--- src/rtl/branch_resolve_ctrl.sv ---
// rtl/branch_resolve_ctrl.sv - branch prediction table and mispredict recovery sequencer
`timescale 1ns/1ps
module branch_resolve_ctrl #(
  parameter int XLEN     = 64,
  parameter int IDX_BITS = 4,
  parameter int CNT_W    = 32
) (
  input  logic             clk,
  input  logic             reset,
  input  logic [XLEN-1:0]  id_pc,
  output logic             id_pred_taken,
  input  logic             ex_valid,
  input  logic             ex_branch,
  input  logic             ex_taken,
  input  logic             ex_pred_taken,
  input  logic [XLEN-1:0]  ex_pc,
  input  logic [XLEN-1:0]  ex_imm,
  input  logic             stall,
  output logic             pc_redirect,
  output logic [XLEN-1:0]  redirect_target,
  output logic             flush_if_id,
  output logic             flush_id_ex,
  output logic [CNT_W-1:0] branch_count,
  output logic [CNT_W-1:0] mispredict_count
);

  localparam int ENTRIES = 1 << IDX_BITS;
  localparam logic [0:0] RUN     = 1'b0;
  localparam logic [0:0] PENDING = 1'b1;

  logic [0:0]          state;
  logic [1:0]          bht [ENTRIES];
  logic [XLEN-1:0]     pend_target;
  logic [IDX_BITS-1:0] pend_idx;
  logic                pend_taken;

  logic [IDX_BITS-1:0] id_idx, ex_idx, upd_idx;
  logic [XLEN-1:0]     ex_target;
  logic                resolve, mispred, fire_run, fire_pend, redirect;
  logic                upd_en, upd_taken;
  logic                unused_pc_bits;

  assign id_idx = id_pc[IDX_BITS+1:2];
  assign ex_idx = ex_pc[IDX_BITS+1:2];
  assign unused_pc_bits = ^{id_pc[XLEN-1:IDX_BITS+2], id_pc[1:0],
                            ex_pc[XLEN-1:IDX_BITS+2], ex_pc[1:0]};

  // Lookup sees the pre-update entry when EX writes the same index this cycle.
  assign id_pred_taken = reset & bht[id_idx][1];

  assign resolve   = ex_valid & ex_branch;
  assign mispred   = resolve & (ex_taken != ex_pred_taken);
  assign ex_target = ex_taken ? (ex_pc + ex_imm) : (ex_pc + XLEN'(4));

  assign fire_run  = (state == RUN) & ~stall & mispred;
  assign fire_pend = (state == PENDING) & ~stall;
  assign redirect  = reset & (fire_run | fire_pend);

  assign pc_redirect     = redirect;
  assign flush_if_id     = redirect;
  assign flush_id_ex     = redirect;
  assign redirect_target = (state == PENDING) ? pend_target : ex_target;

  assign upd_en    = ~stall & (((state == RUN) & resolve) | (state == PENDING));
  assign upd_idx   = (state == PENDING) ? pend_idx : ex_idx;
  assign upd_taken = (state == PENDING) ? pend_taken : ex_taken;

  always_ff @(posedge clk or negedge reset) begin
    if (!reset) begin
      for (int i = 0; i < ENTRIES; i++) bht[i] <= 2'b01;
      state            <= RUN;
      pend_target      <= '0;
      pend_idx         <= '0;
      pend_taken       <= 1'b0;
      branch_count     <= '0;
      mispredict_count <= '0;
    end else begin
      if (upd_en) begin
        if (upd_taken) begin
          if (bht[upd_idx] != 2'b11) bht[upd_idx] <= bht[upd_idx] + 2'd1;
        end else begin
          if (bht[upd_idx] != 2'b00) bht[upd_idx] <= bht[upd_idx] - 2'd1;
        end
        if (branch_count != '1) branch_count <= branch_count + CNT_W'(1);
      end
      if ((fire_run | fire_pend) && (mispredict_count != '1))
        mispredict_count <= mispredict_count + CNT_W'(1);

      case (state)
        RUN: begin
          // A mispredict under stall is parked until the pipeline can take the redirect.
          if (stall && mispred) begin
            pend_target <= ex_target;
            pend_idx    <= ex_idx;
            pend_taken  <= ex_taken;
            state       <= PENDING;
          end
        end
        default: begin
          if (!stall) state <= RUN;
        end
      endcase
    end
  end

endmodule

--- config.mk ---
export PLATFORM = sky130hd
export DESIGN_NAME = branch_resolve_ctrl
export DESIGN_NICKNAME = d
export VERILOG_FILES = /design/src/rtl/branch_resolve_ctrl.sv
export SDC_FILE = /design/constraint.sdc
export NUM_CORES = 1
export LEC_CHECK = 0
export BUFFER_PORTS_ARGS = -buffer_cell sky130_fd_sc_hd__clkbuf_2
export CELL_PAD_IN_SITES_DETAIL_PLACEMENT = 1
export CELL_PAD_IN_SITES_GLOBAL_PLACEMENT = 2
export CORE_ASPECT_RATIO = 0.5
export CORE_MARGIN = 10
export CORE_UTILIZATION = 30
export DETAILED_ROUTE_END_ITERATION = 8
export PLACE_DENSITY = 0.88
export REMOVE_ABC_BUFFERS = 1
export SLEW_MARGIN = 20
export SYNTH_ARGS = -nofsm -noshare
export SYNTH_HDL_FRONTEND = slang
export SYNTH_SLANG_ARGS = --single-unit
--- constraint.sdc ---
create_clock -name clk -period 7.66 [get_ports clk]
set_clock_uncertainty 0.2 [all_clocks]
set_input_delay 1.532 -clock clk [delete_from_list [all_inputs] [get_ports clk]]
set_output_delay 1.532 -clock clk [all_outputs]
set_load 0.05 [all_outputs]
==> run summary, run 1 <==
The run finished with clean final reports. The aggregate negative setup slack is 0 ns, and the number of fill cells in the layout is 5450. Number of antenna violations at the first check in global routing: 0. The later pin in the worst-skew pair is clocked with a latency of 0.46 ns. The cell type of the slowest stage on the worst timing path is sky130_fd_sc_hd__fa_1. Prior to clock tree synthesis, the placed netlist has a worst setup slack of 0.714 ns. Setup repair after global routing left no endpoint under its margin.

In the post-synthesis netlist, the biggest area contributors are sky130_fd_sc_hd__dfrtp_1, sky130_fd_sc_hd__nand2_1, sky130_fd_sc_hd__ha_1. In this run the deepest clock path goes through 2 buffers. After routing the design area is 16200 um2. Of the synthesized area, sequential elements account for 30.5%. The commonest cells after synthesis are sky130_fd_sc_hd__nand2_1, sky130_fd_sc_hd__nor2_1, sky130_fd_sc_hd__dfrtp_1. The CTS sink count came out at 166.

In this run, synthesis produced a sequential element count of 166. The signal on the critical path passes through clkbuf_2 -> ha_1 -> fa_1 -> a21oi_1 -> o211ai_2 -> a31oi_2 -> o31ai_4 -> a31oi_4 -> o21ai_2 -> a21bo_1 -> a41o_1 -> and4_4 -> nor3_1 -> clkbuf_2. For this design the ratio of total power to cell area is 219 nW/um2.

The maximum number of pins on one net before global-route repair is 78, and the overflow left after global routing is 0. STA classifies the critical path endpoint as an output pin. STA classifies the critical path startpoint as a primary input. The number of hold-repair buffers added at the cts stage was 0; the clock-pin slew reported for the worst setup and hold paths after clock tree synthesis was 0.07 ns. The CTS root buffer is sky130_fd_sc_hd__clkbuf_16. The placed wire-length estimate after detailed placement was 39500 um. Clock tree synthesis inserted a total of 17 buffers. The cell that appears most often on the critical path is sky130_fd_sc_hd__clkbuf_2.

Summed over all instances, the cell type with the most area after synthesis is sky130_fd_sc_hd__dfrtp_1. The run gives 13700 um2 as the post-synthesis instance area. For this design the static power due to leakage is 0.00726 uW. The congestion estimate from routability-driven global placement came to 0.862. The final critical-path required period was 6.97 ns; the fraction of final layout cells with drive strength greater than 1 was 22.9%. The routed length per instance was 20.1 um. The number of antenna diodes in the final layout is 0. The routed layout has 13000 vias.

STA puts the critical path data arrival time at 5.24 ns. The number of different library cells used by synthesis comes to 93. Counting both buffers and inverters, the worst setup path holds a total of 2. Data on the critical path is required at its endpoint by 5.93 ns. The final layout contains routed wiring with a total length of 49900 um. In this run, the number of DRC markers left after iteration 0 of detailed routing was 623. After floorplanning, the core was divided into 55 placement rows. The DRC violations left is 0, and the total of max-cap violations is 0. Counting tap cells, the placed design contains a total of 2458 instances.

For this run, the slowest stage of the critical path takes 0.42 ns. The number of input and output port buffers inserted works out to 270. The worst-case IR drop observed on VDD is 147 uV.

Averaged over all synthesized cells, the footprint is 8.27 um2. The post-detailed-route via-to-cell ratio was 5.22; the via count of the first global-routing pass was 13800. The share of flip-flops with an asynchronous set or reset works out to 100%. Timing would allow up to 143 MHz. The final setup violation count was 0. Leading cell type by number of instances after synthesis: sky130_fd_sc_hd__nand2_1. The top cell type by area accounts for 27.5% of the synthesized area. After technology mapping, the gate count stands at 1653. TritonCTS built the clock tree. The most used flip-flop cell after synthesis is sky130_fd_sc_hd__dfrtp_1.

The run gives 4 as the number of detailed-route iterations in the first pass. The run gives 0.690 ns as the worst setup slack after layout. At the end of the flow, the number of nets in the layout was 2147.

The global-route wire length before repair is 78100 um. The tools report the initial core utilization as 30.3%. Post-CTS timing repair inserted 0 buffers for setup. The run gives 0 as the number of gates resized after CTS. The run gives 15600 um2 as the placed standard-cell area.

During I/O placement, the number of pins put on the boundary was 331. Counting flops with a built-in enable in the synthesized netlist gives 0. The sequential cells in the finished layout cover a total of 4180 um2. For the number of failing hold endpoints at the final stage, the log shows 0. The die covers 55000 um2. The logs give 0 for the number of max-slew violations in the final report and 45100 um2 for the core box area. The critical path is of the primary input to output pin type.

Excluding fillers, the count of instances in the completed layout stands at 2490. Once detail routing completed, the nets flagged for antenna violations numbered 0. The run gives 9050 um2 as the area of the multi-input gates. In this run the vertical extent of the chip is 171 um. The final critical path takes up 91.0% of the cycle.

Die extent in x: 322 um. The yosys synthesis warning count is 0. The clock tree synthesis step divided the H-tree into 4 levels. The kind of cell with the highest combined delay along the critical path is compound AO/OA/AOI/OAI gates. The maximum fanout encountered on the critical timing path is 5. The area added between synthesis and finish is 18.4%.

Global routing consumed, over all layers together, 17.7% of the routing resources. At the pin with the least slew margin, the transition time is 0.968 ns. The kind of path behind the tightest hold check is flop to flop.

Measured against its own limit, the worst slew margin works out to 35.5%.
-- placed cells by master (no fill, tap or decap), drive strengths merged, types with 4 or more instances in the layout --
cell type / instances
xnor2: 83
dfstp: 16
ha: 68
a22oi: 5
a31oi: 14
mux2: 46
buf: 19
o21ai: 136
a21o: 29
mux4: 13
and2: 14
dfrtp: 150
o311ai: 4
and4: 15
nand4: 44
o22ai: 6
a211oi: 6
or3: 15
nand3: 63
a221o: 4
nor4: 8
nor2b: 4
o211ai: 6
o21bai: 25
nand2b: 9
nor3: 21
a21boi: 5
clkinv: 7
clkbuf: 285
nand2: 235
o31ai: 11
a21oi: 152
o21a: 8
inv: 38
and3: 21
or2: 9
nor2: 161
xor2: 82
mux2i: 21
-- per-stage QoR --
stage / hold slack (ns) / total power, uW / util (%)
finish: 0.280 / 3550 / 35.9
floorplan: 0.242 / 2200 / -
detailed placement: 0.266 / 2620 / 34.5
CTS: 0.283 / 3580 / 35.9
global route: 0.318 / 3770 / 35.9
global placement: 0.255 / 2580 / 34.5
-- report_power, final --
part / internal (uW) / leakage (uW) / switching [uW]
Sequential: 1090 / 0.00212 / 135
Clock: 452 / 0.000296 / 493
Combinational: 461 / 0.00484 / 912
Total: 2010 / 0.00726 / 1540
-- area by class of cell --
cell class                      count  share of cell area, %
Inverter                           31                  0.719
Timing Repair Buffer              287                   9.19
Multi-Input combinational cell   1376                   55.9
Tap cell                          598                   4.62
Sequential cell                   166                   25.8
Clock inverter                     15                   1.19
Clock buffer                       17                   2.63
-- worst register-to-register path, delay by kind of cell, from the launching register on --
kind	cells	cell delay, ns
buffers and inverters	2	1.13
adders and majority gates	1	0.41
AOI/OAI and AO/OA	1	0.18
muxes	4	1.87
DFF	1	0.72
and+or+nand+nor	3	0.80
-- state kept, by name, indices dropped and copies added (netlist names), named ones only --
name and flops:
pend_taken 1, state 1, pend_idx 4, pend_target 64, bht 16, mispredict_count 32, branch_count 32
-- path summary, 6_finish.rpt --
check,depth (start not counted),slack (ns),startpoint,to
max,14,0.69,ex_pc[0],redirect_target[56]
min,2,0.28,pend_idx[1],pend_idx[1]
max reg2reg,11,2.24,state,bht[1]
min reg2reg,2,0.28,pend_idx[1],pend_idx[1]
max in group asynchronous,2,5.12,reset,branch_count[2]
min in group asynchronous,1,0.80,reset,pend_target[47]
-- cell families after synthesis --
logic type	after synthesis	synth area share (%)
mux	80	7.50
simple gates	628	21.7
fa+ha+maj	69	6.37
buf+inv	111	3.45
xor+xnor	165	10.6
compound gates	434	19.9
flops	166	30.5
-- per-layer routing --
metal / track usage [%] / vias to the layer above / share of wire, %
met3: 2.13 / 49 / 2.4
met4: 5.13 / 0 / 2.2
li1: - / 6355 / -
met1: 21.2 / 6433 / 43
met2: 32.9 / 162 / 52
met5: 0 / - / 0
Power figures use the tool's default switching activity.
==> run 2: changes to the inputs <==
Settings changed: BUFFER_PORTS_ARGS -buffer_cell sky130_fd_sc_hd__clkbuf_2 to unset, DONT_BUFFER_PORTS set to 1, PLACE_DENSITY 0.88 to 0.77, REMOVE_ABC_BUFFERS 1 to unset.
==> run 2 against run 1 <==
Effect of this change: power is 3.0% lower; first-iteration DRC count fell by 8.5%; critical endpoint is now redirect_target[63]; sequential share of layout area rose by 1.9 points; sequential power rose by 7%; critical path depth decreased by 2; die area is the same; highest routed layer unchanged; combinational power shrank 14%.
==> run summary, run 2 (synthesis results as in run 1) <==
The run finished with clean final reports. The cell area after layout was 15100 um2; the pin slew with the least headroom to its limit was 1.15 ns. The register with the most flip-flops in the layout has 64 of them.

The kind of path behind the tightest hold check is flop to flop. The initial utilization of the core area, before any placement, comes to 30.3%. Once detail routing completed, the nets flagged for antenna violations numbered 0. The logs give 31.9% for the global routing met2 resource utilization and 0 for the DRC violations left. Measured along the y axis, the die boundary spans 171 um. Of the cells placed in the final design, the portion with a size suffix greater than 1 is 11.9%. Leaving out fill and tap cells, the most frequent cells in the layout are sky130_fd_sc_hd__nand2_1, sky130_fd_sc_hd__nor2_1, sky130_fd_sc_hd__dfrtp_1. The number of antenna diodes in the final layout is 0. The tools report the number of max-slew violations in the final report as 0.

The achievable frequency came out at 149 MHz. Hold is met by 0.283 ns. The largest registers in the layout are pend_target (64), branch_count (32), mispredict_count (32).

For the final routed database, the setup TNS stands at 0 ns. Headroom to the max-slew limit came out at 22.6%. The worst setup path startpoint was ex_pc[8]. The critical path in this run is classified as primary input to output pin.

The via count of the first global-routing pass came out at 12500. Along the worst path, the maximum fanout reaches 7. Relative to the synthesized area, the layout overhead comes to 10.4%. At the worst endpoint, the required time is 5.93 ns.

The run gives 17.4% as the global-route usage over all layers. The clock-pin slew reported for the worst setup and hold paths after clock tree synthesis was 0.07 ns. After global routing, the most crowded layer is met2.

In this run the power density over the cells is 228 nW/um2. The CTS sink count was 166; the final period utilization was 87.8%. Port buffering added 0 buffers. For the insertion delay of the later-clocked pin in the worst-skew pair, the log shows 0.46 ns. The tools report the weighted congestion at the end of routability-driven global placement as 0.830. For this design, the CTS-stage hold fixing added 0 buffers. After the first detailed-routing iteration, the DRC count stood at 570. The routed design could run at a clock period as short as 6.72 ns. Detailed placement finished with a half-perimeter wire length of 37700 um. The design draws 3440 uW. The hold path startpoint is pend_idx[3]. The first global-routing pass estimated 75800 um of wire. The number of gates resized after CTS came out at 0. The routed design has 48500 um of wire. TritonCTS built the clock tree. The overall die area was 55000 um2; the met1 demand-to-capacity share in global routing was 21.2%.

Total of max-cap violations: 0. For the placed standard-cell area, the log shows 14500 um2. Global routing consumed, on the met3 layer, 2.54% of the routing resources. The CTS root buffer was sky130_fd_sc_hd__clkbuf_16. In the final routed layout, each cell accounts on average for 21.6 um. Number of setup buffers added after CTS: 0. Setup violations remaining at the end of the flow were counted as 0. The total clock buffers created by CTS is 17, and the maximum buffer depth of the clock tree is 2. Setup repair after global routing left no endpoint under its margin. pend_target holds more flip-flops than any other register. The I/O pin total is 331. The worst-case IR drop observed on VDD is 106 uV. The die extent in x works out to 322 um. Synthesis produced a netlist with a net count of 1921.

In this run the number of H-tree levels came out at 4. Number of antenna violations at the first check in global routing: 0. The tools report the number of failing hold endpoints at the final stage as 0.

The net count of the finished layout is 1905. The overflow left after global routing is 0. The most common library cell in the layout ignoring fill and taps was sky130_fd_sc_hd__nand2_1. The worst setup path is launched from a primary input.

STA puts the critical path data arrival time at 4.99 ns. The analysis attributes to cell leakage a power of 0.00626 uW. Dividing the detail-routed via count by the number of cells gives 5.34. The final route contains 12000 vias.

The initialized floorplan defines 55 standard-cell rows. Kind of end point of the critical path: an output pin. For the core box area, the log shows 45100 um2. For this run, the detailed router's first-pass iteration total came to 4. Entering global routing, the biggest net connects 169 pins. For the number of fill cells in the layout, the log shows 5398. The startpoint identified for the worst register-to-register timing path is state.
-- run 2: changes by cell type in the layout (fill, tap and decap cells not counted), sizes merged --
cell      delta
inv          -4
clkinv       +5
clkinvlp     -1
clkbuf     -268
buf         +26
-- run 2: final cells by class --
cell class,count,area [um2],area share [%]
multi-input combinational,1376,9080,60.1
timing repair buffer,45,338,2.24
clock inverter,15,214,1.42
tap,598,748,4.96
clock buffer,17,425,2.82
inverter,31,116,0.771
sequential,166,4180,27.7
-- run 2: power breakdown --
group / switching (uW) / internal, uW / total, uW / leakage, uW
logic: 753 / 426 / 1180 / 0.00384
registers: 231 / 1090 / 1320 / 0.00212
clock network: 486 / 452 / 938 / 0.000304
-- run 2: worst max-delay path: stages --
cell	delay (ns)
sky130_fd_sc_hd__ha_1	0.38
sky130_fd_sc_hd__a21o_1	0.25
sky130_fd_sc_hd__a21boi_0	0.28
sky130_fd_sc_hd__o22ai_1	0.20
sky130_fd_sc_hd__o311ai_1	0.63
sky130_fd_sc_hd__a21oi_1	0.20
sky130_fd_sc_hd__o21ai_1	0.47
sky130_fd_sc_hd__a211oi_1	0.18
sky130_fd_sc_hd__a211oi_2	0.39
sky130_fd_sc_hd__nand2_1	0.12
sky130_fd_sc_hd__o311ai_2	0.10
sky130_fd_sc_hd__buf_4	0.24
-- run 2: worst paths after layout --
path	endpoint	slack, ns	depth (start not counted)
max	redirect_target[63]	0.94	12
min	pend_idx[3]	0.28	2
max reg2reg	bht[27]	2.68	12
min reg2reg	pend_idx[3]	0.28	2
max in group asynchronous	asynchronous set/reset pin	6.31	0
min in group asynchronous	pend_target[43]	0.55	0
-- run 2: metal layers --
| metal | vias to the layer above | wire [um] |
|---|---|---|
| met5 | - | 0 |
| met4 | 0 | 699 |
| met3 | 36 | 1630 |
| met2 | 147 | 24900 |
| met1 | 5946 | 21200 |
| li1 | 5872 | - |
-- run 2: per-stage QoR --
step / setup slack [ns] / cells / util [%]
CTS: 0.946 / 2248 / 33.4
floorplan: 0.789 / 1653 / -
detailed placement: 0.961 / 2216 / 32.0
global placement: 0.992 / 2216 / 32.0
global route: 0.682 / 2248 / 33.4
finish: 0.937 / 2248 / 33.4
